===== config.mk =====
export PLATFORM = sky130hd
export DESIGN_NAME = fwd_scoreboard_flat
export DESIGN_NICKNAME = d
export VERILOG_FILES = /design/src/rtl/fwd_scoreboard_pkg.sv /design/src/rtl/fwd_scoreboard_if.sv /design/src/rtl/fwd_scoreboard_sb_match.sv /design/src/rtl/fwd_scoreboard.sv /design/src/flat_wrapper.sv
export SDC_FILE = /design/constraint.sdc
export NUM_CORES = 1
export LEC_CHECK = 0
export BUFFER_PORTS_ARGS = -buffer_cell sky130_fd_sc_hd__buf_2
export CAP_MARGIN = 0
export CORE_UTILIZATION = 46
export CTS_CLUSTER_SIZE = 28
export DETAILED_ROUTE_END_ITERATION = 10
export PLACE_DENSITY_LB_ADDON = 0.1
export SLEW_MARGIN = 20
export SYNTH_ARGS = -nofsm -noshare
export SYNTH_HDL_FRONTEND = slang
export SYNTH_SLANG_ARGS = --single-unit

===== constraint.sdc =====
create_clock -name CLK -period 1.9 [get_ports CLK]
set_input_delay 0.285 -clock CLK [delete_from_list [all_inputs] [get_ports CLK]]
set_output_delay 0.285 -clock CLK [all_outputs]
set_load 0.03 [all_outputs]

===== src/rtl/fwd_scoreboard_pkg.sv =====
// Shared types for the forwarding scoreboard: tracked-entry layout and select helpers.
package scoreboard_pkg;

    // Widest register index an entry can hold; narrower indices are zero-extended.
    localparam int unsigned REGW_MAX = 8;
    localparam int unsigned SEL_REGFILE = 0;

    typedef struct packed {
        logic                valid;
        logic                wen;
        logic                is_load;
        logic [REGW_MAX-1:0] dest;
    } sb_entry_t;

    function automatic int unsigned sel_width(input int unsigned nstages);
        return (nstages < 2) ? 1 : $clog2(nstages);
    endfunction

endpackage


===== src/rtl/fwd_scoreboard_if.sv =====
// Issue/flush/forwarding bundle between the ID-stage hazard glue and fwd_scoreboard.
interface fwd_scoreboard_if #(
    parameter int unsigned NSTAGES = 3,
    parameter int unsigned NREAD   = 2,
    parameter int unsigned REGW    = 5,
    parameter int unsigned SELW    = scoreboard_pkg::sel_width(NSTAGES)
);
    logic                    advance;
    logic                    issue_valid;
    logic                    issue_wen;
    logic                    issue_is_load;
    logic [REGW-1:0]         issue_dest;
    logic [NREAD*REGW-1:0]   issue_rs;
    logic [NSTAGES-1:0]      flush_mask;
    logic                    flush_issue;
    logic                    stall;
    logic [NREAD*SELW-1:0]   fwd_sel;
    logic [31:0]             stall_cycles;

    modport master (
        output advance, issue_valid, issue_wen, issue_is_load, issue_dest, issue_rs,
        output flush_mask, flush_issue,
        input  stall, fwd_sel, stall_cycles
    );

    modport slave (
        input  advance, issue_valid, issue_wen, issue_is_load, issue_dest, issue_rs,
        input  flush_mask, flush_issue,
        output stall, fwd_sel, stall_cycles
    );

endinterface


===== src/rtl/fwd_scoreboard_sb_match.sv =====
// sb_match: finds the youngest in-flight writer of one source register.
module sb_match
    import scoreboard_pkg::*;
#(
    parameter int unsigned NSRCH = 2,
    parameter int unsigned REGW  = 5,
    parameter int unsigned SELW  = 2
) (
    input  sb_entry_t [NSRCH-1:0] entries,
    input  logic [REGW-1:0]       rs,
    output logic                  hit,
    output logic [SELW-1:0]       idx,
    output logic                  is_load
);

    always_comb begin
        hit     = 1'b0;
        idx     = '0;
        is_load = 1'b0;
        // Scan oldest to youngest so the youngest match is the one left standing.
        for (int i = int'(NSRCH) - 1; i >= 0; i--) begin
            if (entries[i].valid && entries[i].wen && (rs != '0) &&
                (entries[i].dest == REGW_MAX'(rs))) begin
                hit     = 1'b1;
                idx     = SELW'(i);
                is_load = entries[i].is_load;
            end
        end
    end

endmodule


===== src/rtl/fwd_scoreboard.sv =====
// In-flight-write scoreboard producing registered bypass selects and the load-use interlock.
// Optional stall counter enabled by defining SCOREBOARD_PERF_EN.
module fwd_scoreboard
    import scoreboard_pkg::*;
#(
    parameter int unsigned NSTAGES    = 3,
    parameter int unsigned NREAD      = 2,
    parameter int unsigned REGW       = 5,
    parameter int unsigned LOAD_STAGE = 2,
    parameter int unsigned SELW       = sel_width(NSTAGES)
) (
    input logic              CLK,
    input logic              RST,
    fwd_scoreboard_if.slave  sb
);

    // The last stage writes the regfile early and is never searched, so it is not stored.
    localparam int unsigned NSRCH = NSTAGES - 1;

    sb_entry_t [NSRCH-1:0]   entries_q, entries_d;
    logic [NREAD*SELW-1:0]   fwd_sel_q, fwd_sel_d;
    logic [NREAD*SELW-1:0]   sel_calc;
    logic [NREAD-1:0]        port_stall;
    logic                    issue_ok;
    logic                    unused_flush;

    assign unused_flush = sb.flush_mask[NSTAGES-1];

    for (genvar k = 0; k < NREAD; k++) begin : g_port
        logic            hit;
        logic            hit_load;
        logic [SELW-1:0] idx;

        sb_match #(
            .NSRCH (NSRCH),
            .REGW  (REGW),
            .SELW  (SELW)
        ) u_match (
            .entries (entries_q),
            .rs      (sb.issue_rs[k*REGW +: REGW]),
            .hit     (hit),
            .idx     (idx),
            .is_load (hit_load)
        );

        // ID-time index i becomes EX-time select i+1 once this instruction advances.
        assign sel_calc[k*SELW +: SELW] = hit ? (idx + SELW'(1)) : SELW'(SEL_REGFILE);
        assign port_stall[k] = hit & hit_load & ((32'(idx) + 32'd1) < LOAD_STAGE);
    end

    assign sb.stall = sb.issue_valid & (|port_stall);
    assign issue_ok = sb.issue_valid & ~sb.stall & ~sb.flush_issue;

    always_comb begin
        entries_d = entries_q;
        fwd_sel_d = fwd_sel_q;
        if (sb.advance) begin
            for (int i = int'(NSRCH) - 1; i >= 1; i--) begin
                entries_d[i] = sb.flush_mask[i-1] ? '0 : entries_q[i-1];
            end
            entries_d[0] = '0;
            fwd_sel_d    = '0;
            if (issue_ok) begin
                entries_d[0].valid   = 1'b1;
                entries_d[0].wen     = sb.issue_wen;
                entries_d[0].is_load = sb.issue_is_load;
                entries_d[0].dest    = REGW_MAX'(sb.issue_dest);
                fwd_sel_d            = sel_calc;
            end
        end else begin
            // Frozen pipeline: squashes still land in place.
            for (int i = 0; i < int'(NSRCH); i++) begin
                if (sb.flush_mask[i]) begin
                    entries_d[i].valid = 1'b0;
                end
            end
        end
    end

    always_ff @(posedge CLK or posedge RST) begin
        if (RST) begin
            entries_q <= '0;
            fwd_sel_q <= '0;
        end else begin
            entries_q <= entries_d;
            fwd_sel_q <= fwd_sel_d;
        end
    end

    assign sb.fwd_sel = fwd_sel_q;

`ifdef SCOREBOARD_PERF_EN
    logic [31:0] stall_cnt_q;

    always_ff @(posedge CLK or posedge RST) begin
        if (RST) begin
            stall_cnt_q <= '0;
        end else if (sb.advance && sb.stall && (stall_cnt_q != 32'hFFFF_FFFF)) begin
            stall_cnt_q <= stall_cnt_q + 32'd1;
        end
    end

    assign sb.stall_cycles = stall_cnt_q;
`else
    assign sb.stall_cycles = '0;
`endif

endmodule


===== src/flat_wrapper.sv =====
// flat-port wrapper written by rule: the top's interface ports become plain ports
module fwd_scoreboard_flat import scoreboard_pkg::*;
#(
    parameter int unsigned NSTAGES    = 3,
    parameter int unsigned NREAD      = 2,
    parameter int unsigned REGW       = 5,
    parameter int unsigned LOAD_STAGE = 2,
    parameter int unsigned SELW       = sel_width(NSTAGES)
)
  (CLK, RST, sb_advance, sb_issue_valid, sb_issue_wen, sb_issue_is_load, sb_issue_dest, sb_issue_rs, sb_flush_mask, sb_flush_issue, sb_stall, sb_fwd_sel, sb_stall_cycles);
  fwd_scoreboard_if #(.NSTAGES(NSTAGES), .NREAD(NREAD), .REGW(REGW), .SELW(SELW)) sb_i ();
  input logic CLK;
  input logic RST;
  input wire logic [$bits(sb_i.advance)-1:0] sb_advance;
  input wire logic [$bits(sb_i.issue_valid)-1:0] sb_issue_valid;
  input wire logic [$bits(sb_i.issue_wen)-1:0] sb_issue_wen;
  input wire logic [$bits(sb_i.issue_is_load)-1:0] sb_issue_is_load;
  input wire logic [$bits(sb_i.issue_dest)-1:0] sb_issue_dest;
  input wire logic [$bits(sb_i.issue_rs)-1:0] sb_issue_rs;
  input wire logic [$bits(sb_i.flush_mask)-1:0] sb_flush_mask;
  input wire logic [$bits(sb_i.flush_issue)-1:0] sb_flush_issue;
  output wire logic [$bits(sb_i.stall)-1:0] sb_stall;
  output wire logic [$bits(sb_i.fwd_sel)-1:0] sb_fwd_sel;
  output wire logic [$bits(sb_i.stall_cycles)-1:0] sb_stall_cycles;
  assign sb_i.advance = sb_advance;
  assign sb_i.issue_valid = sb_issue_valid;
  assign sb_i.issue_wen = sb_issue_wen;
  assign sb_i.issue_is_load = sb_issue_is_load;
  assign sb_i.issue_dest = sb_issue_dest;
  assign sb_i.issue_rs = sb_issue_rs;
  assign sb_i.flush_mask = sb_flush_mask;
  assign sb_i.flush_issue = sb_flush_issue;
  assign sb_stall = sb_i.stall;
  assign sb_fwd_sel = sb_i.fwd_sel;
  assign sb_stall_cycles = sb_i.stall_cycles;
  fwd_scoreboard #(.NSTAGES(NSTAGES), .NREAD(NREAD), .REGW(REGW), .LOAD_STAGE(LOAD_STAGE), .SELW(SELW)) u_core (.CLK(CLK), .RST(RST), .sb(sb_i));
endmodule

# ---- Word-level counts from Yosys, hierarchy flattened
# Cells that the tools add are included.
# Widths: inputs -> output; s select.
dict set report totals {
  regBits 26
  inputBits 25
  word_cells 64
  output_inout_bits 37
}
dict set report classes {
  n_reduce_logical 15
  eq_ne 4
  muxes 21
  bitwise 9
  order_cmp 2
  n_addsub 4
}
# operator n
set ops {}
lappend ops {{$lt 32x2->1 const B} 2}
lappend ops {{$eq 8x5->1} 4}
lappend ops {{$mux 11} 2}
lappend ops {{$mux 1} 14}
lappend ops {{$logic_and 1x1->1} 10}
lappend ops {{$reduce_bool 5->1} 2}
lappend ops {{$mux 2} 4}
lappend ops {{$and 1x1->1} 7}
lappend ops {{$add 2x1->3 const B} 2}
lappend ops {{$add 2x1->2 const B} 2}
lappend ops {{$mux 4} 1}
lappend ops {{$reduce_bool 2->1} 2}
lappend ops {{$not 1->1} 2}
lappend ops {{$reduce_or 2->1} 1}

# ---- Depth between registers and ports, before layout
dict set report depth {
  ltp_word 15
  mapped_depth 7
  ltp_nobuf 5
}

# ---- Cells and area by module
# A second synthesis with hierarchy kept.
dict set report unflattened {
  cells_unflattened 153
  area_unflattened_um2 1490.2
}
# module n_inst area_per_inst_um2 cells_each seq_area_each_um2
set modules_own_cells {}
lappend modules_own_cells {fwd_scoreboard 1 1072.3 99 500.5}
lappend modules_own_cells {sb_match 2 209.0 27 0.0}

# ---- Least setup slack after synthesis
# OpenSTA, ideal clock, no wires.
dict set report synth_path {
  path_kind {register to output}
  start {reg u_core.entries_q[3] in the netlist's numbering}
  end {out sb_stall}
  path_buffers 0
  arrival_ps 1549
  stages_incl_launch_ff 6
  t_required_ps 1615
  path_slack_ps 66
  cell_sequence {dfrtp_1 -> xor2_1 -> a211oi_2 -> nand4_2 -> a21oi_4 -> and2_1}
}
dict set report synth_between {
  elab_chain_cells 8
  elab_cells_between_ends 20
  cone_classes {2 x add/sub; 2 x order compare; 2 x eq/ne; 6 x mux; 5 x bitwise; 3 x reduce/logical}
}
# item line
set synth_lines {}
lappend synth_lines {{start: declaration} fwd_scoreboard.sv:20} ;# sb_entry_t [NSRCH-1:0] entries_q, entries_d;
lappend synth_lines {{start signal: assignment} fwd_scoreboard.sv:85} ;# entries_q <= entries_d;
lappend synth_lines {{$eq 8x5->1} fwd_scoreboard_sb_match.sv:23} ;# (entries[i].dest == REGW_MAX'(rs))) begin
lappend synth_lines {{$logic_and 1x1->1} fwd_scoreboard_sb_match.sv:22} ;# if (entries[i].valid && entries[i].wen && (rs != '0) &&
lappend synth_lines {{$mux 2} fwd_scoreboard_sb_match.sv:22}
lappend synth_lines {{$add 2x1->3} fwd_scoreboard.sv:48} ;# assign port_stall[k] = hit & hit_load & ((32'(idx) + 32'd1) < LOAD_STAGE);
lappend synth_lines {{$lt 32x2->1} fwd_scoreboard.sv:48}
lappend synth_lines {{$and 1x1->1} fwd_scoreboard.sv:48}
lappend synth_lines {{$reduce_or 2->1 (*)} fwd_scoreboard.sv:51} ;# assign sb.stall = sb.issue_valid & (|port_stall);
lappend synth_lines {{$and 1x1->1 (*)} fwd_scoreboard.sv:51}
lappend synth_lines {{end: declaration} flat_wrapper.sv:22} ;# output wire logic [$bits(sb_i.stall)-1:0] sb_stall;
# Every way passes the cells marked *; elsewhere a longest branch is shown, timed or not.

# ---- Worst setup path in the final report
dict set report layout_path {
  start {reg u_core.entries_q[0] in the netlist's numbering}
  end {out sb_stall}
}
# Same word-level chain as after synthesis.

==> metrics.md <==
| Metric | Value |
|---|---|
| Worst Slack Setup Final | -0.191 ns |
| CTS Sinks | 19 |
| Worst reg-to-reg setup slack | 0.11 ns |
| Most frequent cells in the layout | conb_1 (32), buf_2 (27), buf_4 (20) |
| Final setup vio count | 1 |
| GRT Residual Overflow | 0 |
| Power per cell area | 569 nW/µm² |
| Root cell of the clock tree | clkbuf_4 |
| WHS | 0.0844 ns |
| Register area share after synthesis | 0.350 |
| 1st-iter DRT viols | 36 |
| Critical Path Start Type | flop |
| Skew final | 0.00279 ns |
| Clock transition at path regs | 0.11 ns |
| Pre-CTS WS | 0.0793 ns |
| Hold-fix buffer count after cts | 0 |
| Die height | 56.4 µm |
| Ys Warns | 0 |
| CTS tree | done |
| I/O pin count | 62 |
| Number of global-route vias before repair | 1,095 |
| Nets | 229 |
| Fin. max-slew vios | 0 |
| First-pass GRT wire length | 4900 µm |
| R2R cell count | 7 |
| Reg-to-Reg End | u_core.sb.fwd_sel[2] |
| Total GRT Usage | 0.194 |
| Drt drc | 0 |
| Placeable Area | 2780 µm² |
| Vias/cell | 4.62 |
| Initial Utilization | 0.489 |
| Tightest Pin Transition | 0.721 ns |
| Setup TNS | -0.191 ns |
| Final period util | 1.10 |
| Syn_area_per_cell | 8.71 µm² |
| Most common cell after layout, fill and taps aside | conb_1 |
| Fmax | 0.478 GHz |
| Violated checks | negative setup slack |
| Die W | 56.4 µm |
| WL/cell | 12.0 µm |
| WP data required | 1.62 ns |
| Via count | 1,080 |
| Largest net degree at the start of global routing | 26 |
| Outcome | finished with violations |
| R2r startpoint | u_core.entries_q[1] |
| ANT nets after route | 0 |
| Max-cap viol count | 0 |
| Die ar. | 3180 µm² |
| Clock latency at the later pin of the worst-skew pair | 0.30 ns |
| Total CTS buffers | 3 |
| Setup CP Type | reg2out |
| P_leak | 0.796 nW |
| Slew HR | 0.519 |
| HP Class | in2async |
| Routed Wire Length | 2810 µm |
| Post-synthesis cell count | 156 |
| Netlist cell types | 26 |
| H-tree levels | 1 |
| RSZ-0062 raised after global routing | true |
| TritonRoute pass-1 iters | 4 |
| Routability cong. | 0.896 |
| Detailed Place HPWL | 2070 µm |
| Standard-cell row count | 19 |
| Area Overhead vs Synth | 16.2% |
| Pwr Total | 898 µW |
| Arrival @ worst endpoint | 1.81 ns |
| Worst Setup End Kind | output pin |
| Antenna Cells | 0 |
| Setup crit start | u_core.entries_q[0] |
| Worst vdd ir | 0.000375 V |
| Share of cells above drive strength 1 | 0.286 |
| Yosys reg bits | 19 |
| Synthesized area | 1360 µm² |
| Post-layout minimum cycle time | 2.09 ns |
| PortBufs | 28 |
| CP endpoint | sb_stall |
| Final hold vios | 0 |
| Initial antenna violation count | 0 |
| CTS Buffer Depth | 2 |
| Critical-path maximum fanout | 2 |
metrics by stage:
step,util,area (µm²),std cells
after global placement,0.515,1430,215
after CTS,0.565,1570,233
final,0.568,1580,234
after global routing,0.568,1580,234
after floorplan,-,1480,187
after detailed placement,0.515,1430,215
worst min-delay path by stage:
| stage | to | slack, ns |
|---|---|---|
| global placement | u_core.entries_q[9] | 0.44 |
| detailed placement | u_core.entries_q[21] | 0.45 |
| global route | u_core.entries_q[2] | 0.15 |
| floorplan | u_core.entries_q[0] | 0.24 |
| CTS | u_core.entries_q[21] | 0.12 |
| finish | u_core.entries_q[2] | 0.08 |
kinds of logic after synthesis:
| kind of cell | after synthesis | share of synthesized area |
|---|---|---|
| compound gates | 26 | 0.135 |
| xor+xnor | 20 | 0.129 |
| buf+inv | 54 | 0.241 |
| flops | 19 | 0.350 |
| other cells | 1 | 0.00276 |
| simple gates | 36 | 0.142 |
flip-flops by register name, indices dropped and copies added (netlist names):
signal	cells
u_core.sb.fwd_sel	4
u_core.entries_q	15
where the power goes:
group	total, mW	internal [mW]	leakage [nW]	switching [mW]
sequential	0.438	0.420	0.260	0.0180
combinational	0.252	0.0850	0.522	0.167
clock	0.208	0.0817	0.0150	0.126
critical path, cell delays in order, from the launching register on:
cell	delay [ns]
dfrtp_1	0.41
buf_4	0.15
xor2_1	0.16
nor3_2	0.18
nand4_2	0.17
a21oi_4	0.16
and2_4	0.15
buf_6	0.12
layer usage:
layer  GRT usage  share of wire  vias to the layer above
met1       0.255           0.47                      503
met2       0.335           0.48                       35
met3      0.0323          0.045                        2
li1            -              -                      540
met4      0.0418         0.0053                        0
met5           0              0                        -
synthesized netlist by cell type:
cell | instances | area [µm²]
nor3_1 | 3 | 15.0
conb_1 | 1 | 3.75
a21oi_1 | 2 | 10.0
nand4_2 | 1 | 12.5
dfrtp_1 | 19 | 475
nor3_2 | 2 | 20.0
nand2_1 | 15 | 56.3
a211oi_2 | 2 | 25.0
nand2b_1 | 2 | 12.5
xnor2_1 | 7 | 61.3
nand3b_1 | 2 | 15.0
clkbuf_1 | 2 | 7.51
inv_1 | 18 | 67.6
and2_1 | 1 | 6.26
o22ai_1 | 10 | 62.6
o21ai_0 | 7 | 35.0
o32ai_1 | 4 | 35.0
buf_4 | 33 | 248
and3b_1 | 1 | 8.76
buf_2 | 1 | 5.00
xor2_1 | 13 | 114
nor2_1 | 2 | 7.51
nand3_1 | 4 | 20.0
nor2b_1 | 1 | 6.26
nand4_1 | 2 | 12.5
a21oi_4 | 1 | 16.3
cell type report:
| cell class | instances | area (µm²) |
|---|---|---|
| flip-flops and latches | 19 | 475 |
| well taps | 31 | 38.8 |
| repair buffers | 48 | 297 |
| inverters | 18 | 67.6 |
| clock buffers | 4 | 26.3 |
| multi-input cells | 114 | 674 |
| fillers | 259 | 1200 |
timing repair:
item | CTS | global route
cloned | 0 | 0
setup endpoints to repair | 1 | 2
pin swaps | 8 | 1
buffers inserted | 14 | 1
gates resized for setup | 3 | 1
(Power assumes the default switching activity.)
